==> src/rtl/uart_boot_loader.sv <==
// Boot loader between the UART and the core. It waits for a sync byte, then loads a
// length-prefixed image into imem, acknowledges the host, and afterwards forwards rx bytes to the core.
//
// state  | meaning
// S_SYNC | waiting for SYNC_BYTE
// S_LEN  | shifting in the 4-byte big-endian word count
// S_DATA | shifting in image words and writing each one to imem
// S_ACK  | waiting for uart_tx to go idle, then sending ACK_BYTE
// S_RUN  | core released; rx bytes are forwarded to the core input port
// S_ERR  | load failed; stays here until reset
module uart_boot_loader #(
  parameter int          ADDR_W    = 14,
  parameter logic [7:0]  SYNC_BYTE = 8'hAA,
  parameter logic [7:0]  ACK_BYTE  = 8'h55
) (
  input  logic              clk,
  input  logic              rstn,
  input  logic [7:0]        rx_data,
  input  logic              rx_ready,
  input  logic              ferr,
  input  logic              tx_busy,
  output logic              tx_start,
  output logic [7:0]        tx_data,
  output logic              imem_we,
  output logic [ADDR_W-1:0] imem_addr,
  output logic [31:0]       imem_wdata,
  output logic              cpu_run,
  output logic              in_valid,
  output logic [7:0]        in_data,
  output logic              load_err
);

  typedef enum logic [2:0] {
    S_SYNC, S_LEN, S_DATA, S_ACK, S_RUN, S_ERR
  } state_t;

  // One extra bit so that a full 2**ADDR_W-word image can be counted.
  localparam logic [32:0] MAX_WORDS = 33'(1) << ADDR_W;

  state_t            state, state_nxt;
  logic [1:0]        byte_cnt;
  logic [23:0]       shreg;
  logic [ADDR_W:0]   word_cnt;
  logic [ADDR_W:0]   index;
  logic [31:0]       next_word;
  logic              last_byte;
  logic              byte_ok;
  logic              len_too_big;

  assign next_word   = {shreg, rx_data};
  assign last_byte   = (byte_cnt == 2'd3);
  assign byte_ok     = rx_ready && !ferr;
  assign len_too_big = ({1'b0, next_word} > MAX_WORDS);

  always_ff @(posedge clk or negedge rstn) begin
    if (!rstn) state <= S_SYNC;
    else       state <= state_nxt;
  end

  always_comb begin
    state_nxt = state;
    tx_start  = 1'b0;
    tx_data   = 8'h00;
    cpu_run   = 1'b0;
    load_err  = 1'b0;
    case (state)
      S_SYNC: begin
        if (byte_ok && rx_data == SYNC_BYTE) state_nxt = S_LEN;
      end
      S_LEN: begin
        if (rx_ready) begin
          if (ferr) state_nxt = S_ERR;
          else if (last_byte) begin
            if (next_word == 32'd0) state_nxt = S_ACK;
            else if (len_too_big)   state_nxt = S_ERR;
            else                    state_nxt = S_DATA;
          end
        end
      end
      S_DATA: begin
        if (rx_ready) begin
          if (ferr) state_nxt = S_ERR;
          else if (last_byte && (index + 1'b1) == word_cnt) state_nxt = S_ACK;
        end
      end
      S_ACK: begin
        if (!tx_busy) begin
          tx_start  = 1'b1;
          tx_data   = ACK_BYTE;
          state_nxt = S_RUN;
        end
      end
      S_RUN: cpu_run  = 1'b1;
      S_ERR: load_err = 1'b1;
      default: state_nxt = S_SYNC;
    endcase
  end

  always_ff @(posedge clk or negedge rstn) begin
    if (!rstn) begin
      byte_cnt   <= 2'd0;
      shreg      <= 24'd0;
      word_cnt   <= '0;
      index      <= '0;
      imem_we    <= 1'b0;
      imem_addr  <= '0;
      imem_wdata <= 32'd0;
      in_valid   <= 1'b0;
      in_data    <= 8'h00;
    end else begin
      imem_we  <= 1'b0;
      in_valid <= 1'b0;
      case (state)
        S_SYNC: begin
          byte_cnt <= 2'd0;
          shreg    <= 24'd0;
        end
        S_LEN: begin
          if (byte_ok) begin
            shreg    <= next_word[23:0];
            byte_cnt <= byte_cnt + 2'd1;
            if (last_byte) begin
              word_cnt <= next_word[ADDR_W:0];
              index    <= '0;
            end
          end
        end
        S_DATA: begin
          if (byte_ok) begin
            shreg    <= next_word[23:0];
            byte_cnt <= byte_cnt + 2'd1;
            if (last_byte) begin
              imem_we    <= 1'b1;
              imem_addr  <= index[ADDR_W-1:0];
              imem_wdata <= next_word;
              index      <= index + 1'b1;
            end
          end
        end
        S_RUN: begin
          if (byte_ok) begin
            in_valid <= 1'b1;
            in_data  <= rx_data;
          end
        end
        default: ;
      endcase
    end
  end

endmodule

==> config.mk <==
export PLATFORM = sky130hd
export DESIGN_NAME = uart_boot_loader
export DESIGN_NICKNAME = d
export VERILOG_FILES = /design/src/rtl/uart_boot_loader.sv
export SDC_FILE = /design/constraint.sdc
export NUM_CORES = 1
export LEC_CHECK = 0
export CORE_MARGIN = 3
export CORE_UTILIZATION = 50
export CTS_CLUSTER_SIZE = 12
export DETAILED_ROUTE_END_ITERATION = 16
export PLACE_DENSITY_LB_ADDON = 0.05
export SLEW_MARGIN = 20
export SYNTH_ARGS = -nofsm -noshare
export SYNTH_HDL_FRONTEND = slang
export SYNTH_SLANG_ARGS = --single-unit
==> constraint.sdc <==
create_clock -name clk -period 2.3 [get_ports clk]
set_input_delay 0.46 -clock clk [delete_from_list [all_inputs] [get_ports clk]]
set_output_delay 0.46 -clock clk [all_outputs]
set_load 0.01 [all_outputs]
==> run_summary.xml <==
<?xml version="1.0" encoding="UTF-8"?>
<metrics>
  <group name="outcome">
    <metric name="status" unit="">complete, no violations</metric>
  </group>
  <group name="pwr">
    <metric name="power_density" unit="mW/mm2">975</metric>
    <metric name="leakage" unit="nW">3.44</metric>
    <metric name="irDropWorstVdd" unit="mV">0.689</metric>
  </group>
  <group name="finish">
    <metric name="design.final.nets" unit="">719</metric>
    <metric name="n_antenna_cell" unit="">0</metric>
    <metric name="layout-drive-gt1-share" unit="%">17.7</metric>
    <metric name="p_r_area_growth_vs_syn" unit="%">33.6</metric>
  </group>
  <group name="critical_path">
    <metric name="register_to_register_setup_slack" unit="ps">130</metric>
    <metric name="reg2reg_from" unit="">index[5]$_DFFE_PN0P_</metric>
    <metric name="crit_chain" unit="">inv_2 &gt; nor4_4 &gt; buf_4 &gt; dlygate4sd2_1</metric>
    <metric name="cp-start-kind" unit="">flip-flop</metric>
    <metric name="rr_worst_depth" unit="">6</metric>
    <metric name="crit_fanout" unit="">4</metric>
    <metric name="crit_family" unit="">buffers and inverters</metric>
    <metric name="r2r_end" unit="">state[2]$_DFFE_PN0P_</metric>
    <metric name="worstPathBufferInverterCount" unit="">3</metric>
    <metric name="timing.critical_path.slowest_cell_delay" unit="ps">410</metric>
    <metric name="crit_required" unit="ps">1840</metric>
    <metric name="worstSetupStartpoint" unit="">state[0]$_DFFE_PN0P_</metric>
    <metric name="cp.arrival" unit="ps">1740</metric>
    <metric name="worst_path_max_delay_cell" unit="">sky130_fd_sc_hd__dfrtp_1</metric>
    <metric name="timing.critical_path.to_type" unit="">primary output</metric>
    <metric name="setup.worst_path.class" unit="">flip-flop to primary output</metric>
  </group>
  <group name="timing">
    <metric name="finalHoldWorstSlack" unit="ps">434</metric>
    <metric name="report.final.slew_viol_count" unit="">0</metric>
    <metric name="fin_crit_sh" unit="%">95.9</metric>
    <metric name="setup_slack" unit="ps">95.1</metric>
    <metric name="fmax" unit="MHz">454</metric>
    <metric name="unrepaired_setup_endpoints_after_global_routing" unit="">no</metric>
    <metric name="timing.final.crit_period" unit="ps">2200</metric>
    <metric name="finalSetupViolCount" unit="">0</metric>
    <metric name="finalHoldViolCount" unit="">0</metric>
    <metric name="finClkSkew" unit="ps">8.58</metric>
  </group>
  <group name="yosys">
    <metric name="synth_area" unit="mm2">0.00538</metric>
    <metric name="syn-instance-count" unit="">596</metric>
    <metric name="register_area_share_after_synthesis" unit="%">53.5</metric>
    <metric name="syn_avg_cell_area" unit="um2">9.03</metric>
    <metric name="yosys.area.top_type" unit="">sky130_fd_sc_hd__dfrtp_1</metric>
    <metric name="ys_async_sr_fraction" unit="%">100</metric>
    <metric name="synth.distinct_cells" unit="">61</metric>
    <metric name="netlist.area_leader.share" unit="%">53.5</metric>
    <metric name="ys_ff_latch" unit="">115</metric>
    <metric name="synth-main-ff-cell" unit="">sky130_fd_sc_hd__dfrtp_1</metric>
    <metric name="yosys-top-cells-area" unit="">sky130_fd_sc_hd__dfrtp_1 (53%), sky130_fd_sc_hd__nand2_1 (16%), sky130_fd_sc_hd__o21ai_0 (4.0%)</metric>
    <metric name="synth.yosys.warnings" unit="">0</metric>
    <metric name="synth-edff-count" unit="">0</metric>
  </group>
  <group name="place">
    <metric name="gpl.final_weighted_congestion" unit="">0.840</metric>
    <metric name="setup_ws_pre_cts" unit="ps">-181</metric>
    <metric name="dp_wirelength" unit="mm">9.68</metric>
    <metric name="place.port_buffers" unit="">75</metric>
  </group>
  <group name="global_route">
    <metric name="overflow" unit="">0</metric>
    <metric name="wire_length_of_the_first_global_routing_pass" unit="mm">23.2</metric>
    <metric name="grt_antenna_before_repair" unit="">0</metric>
    <metric name="first_global_vias" unit="">4586</metric>
    <metric name="grt_start_max_net_pins" unit="">63</metric>
    <metric name="groute.usage.overall" unit="%">25.3</metric>
  </group>
  <group name="clock_tree">
    <metric name="worst_setup_hold_path_clk_slew" unit="ps">60</metric>
    <metric name="tritoncts.num_buffers" unit="">17</metric>
    <metric name="clock_tree.root_cell" unit="">sky130_fd_sc_hd__clkbuf_8</metric>
    <metric name="htree_levels" unit="">4</metric>
    <metric name="cts_buffer_depth" unit="">2</metric>
    <metric name="clock_tree_from_tritoncts" unit="">yes</metric>
    <metric name="clock_latency" unit="ps">520</metric>
    <metric name="clkSinkCount" unit="">115</metric>
  </group>
  <group name="routing">
    <metric name="wirelength_met1" unit="mm">6.24</metric>
    <metric name="detail_route.drc_violations" unit="">0</metric>
    <metric name="routed_via_density" unit="">5.44</metric>
    <metric name="detail_route.first_pass.iterations" unit="">5</metric>
    <metric name="drt_wl_total" unit="mm">13.9</metric>
    <metric name="maxUsedRoutingLayer" unit="">met4</metric>
    <metric name="routed-via-count" unit="">4641</metric>
    <metric name="drt_iter0_markers" unit="">353</metric>
    <metric name="met3WireLength" unit="um">852</metric>
    <metric name="route.antenna.remaining_nets" unit="">0</metric>
    <metric name="dr_wl_met2" unit="mm">6.49</metric>
    <metric name="drt-wirelength-per-cell" unit="um">16.3</metric>
  </group>
  <group name="die">
    <metric name="num_rows" unit="">37</metric>
    <metric name="chipHeight" unit="um">110</metric>
    <metric name="core_area" unit="mm2">0.0104</metric>
    <metric name="dieWidth" unit="um">110</metric>
    <metric name="start_util" unit="%">51.7</metric>
    <metric name="ioPinCount" unit="">80</metric>
    <metric name="die_area" unit="mm2">0.0120</metric>
  </group>
  <group name="hold_path">
    <metric name="timing.hold.worst.class" unit="">input pin to asynchronous set/reset pin</metric>
  </group>
  <group name="run">
    <metric name="number_of_maximum_capacitance_constraint_violations" unit="">0</metric>
  </group>
</metrics>
==> per-stage QoR <==
stage | setup TNS (ps) | power, W | util [%] | cells | instance area (um2)
floorplan | 0 | 0.00362 | - | 599 | 5390
global placement | -909 | 0.00432 | 62.5 | 813 | 6510
detailed placement | -699 | 0.00437 | 62.5 | 813 | 6510
CTS | -71.0 | 0.00699 | 68.5 | 850 | 7140
global route | 0 | 0.00738 | 69.0 | 853 | 7190
finish | 0 | 0.00701 | 69.0 | 853 | 7190
==> state kept, by name, indices dropped and copies added, names as in the netlist <==
signal / flops
imem_wdata: 32
byte_cnt: 2
in_valid: 1
word_cnt: 15
in_data: 8
index: 15
state: 3
shreg: 24
imem_we: 1
imem_addr: 14
==> layout by cell type (no fill, tap or decap), types with 7 or more instances in the layout <==
cell | Yosys | routed
sky130_fd_sc_hd__xnor2_1 | 13 | 13
sky130_fd_sc_hd__nand3_1 | 9 | 7
sky130_fd_sc_hd__buf_4 | 12 | 46
sky130_fd_sc_hd__mux2_2 | 15 | 15
sky130_fd_sc_hd__o21ai_1 | 7 | 7
sky130_fd_sc_hd__dfrtp_1 | 115 | 111
sky130_fd_sc_hd__nor4_1 | 10 | 9
sky130_fd_sc_hd__a21oi_1 | 7 | 7
sky130_fd_sc_hd__o21ai_0 | 43 | 43
sky130_fd_sc_hd__nand4_1 | 8 | 8
sky130_fd_sc_hd__clkbuf_16 | 0 | 16
sky130_fd_sc_hd__clkdlybuf4s50_1 | 0 | 67
sky130_fd_sc_hd__nor2_1 | 17 | 17
sky130_fd_sc_hd__nand2_1 | 227 | 227
==> Yosys cell counts, drive strengths merged (2+ instances only) <==
cell	n
nor3b	2
o32a	2
or4	4
nand4	9
o21bai	2
o22ai	2
a22o	2
nand3	10
or3	3
o31ai	4
nor3	3
xnor2	13
nand2	228
o21ai	50
nand4b	2
a31o	2
nor2b	5
xor2	6
nor4	13
a211oi	2
clkbuf	17
ha	2
buf	24
dfrtp	115
o21a	2
nor2	18
nand2b	3
o221ai	2
inv	8
and2	3
a21oi	7
mux2	15
==> metal layers <==
layer  GRT usage [%]  vias to the layer above
met5               0                        -
met4            11.4                        0
met3            6.05                       30
met2            38.8                      175
met1            34.0                     2240
li1                -                     2196
==> how the worst max path moves through the flow <==
stage,end,slack (ps),depth (start not counted)
6_report,tx_data[6],100,4
5_1_grt,state[2]$_DFFE_PN0P_,5,6
2_1_floorplan,tx_data[0],270,3
4_1_cts,tx_data[0],-40,5
3_5_place_dp,state[2]$_DFFE_PN0P_,-180,7
3_3_place_gp,state[2]$_DFFE_PN0P_,-160,7
==> power breakdown <==
| part | internal, W | switching (W) | total (W) |
|---|---|---|---|
| sequential | 0.00235 | 0.000369 | 0.00272 |
| combinational | 0.000818 | 0.000912 | 0.00173 |
| clock | 0.00158 | 0.000981 | 0.00256 |
| total | 0.00475 | 0.00226 | 0.00701 |
==> what timing repair did <==
item / 4_1_cts / 5_1_grt
hold endpoints to repair: 29 / 0
gates resized for setup: 14 / 18
hold buffers: 1 / 0
pin swaps: 1 / 1
endpoints found under the setup margin: 8 / 5
setup buffers: 4 / 4
cloned: 0 / 0
==> layout make-up <==
class,instances,area (um2)
clock buffers,18,428
clock inverters,14,155
fillers,844,3230
inverters,9,33.8
multi-input cells,434,2320
flip-flops and latches,115,2880
well taps,136,170
repair buffers,127,1200
==> cells by family after synthesis <==
family	count (synthesis)	share of synthesized area, %
other cells	1	0.0697
simple gates	307	25.1
xor+xnor	19	3.09
compound gates	86	9.77
fa+ha+maj	2	0.465
buf+inv	50	4.65
mux	16	3.33
flops	115	53.5
No activity file was read; power rests on OpenSTA's default activity.
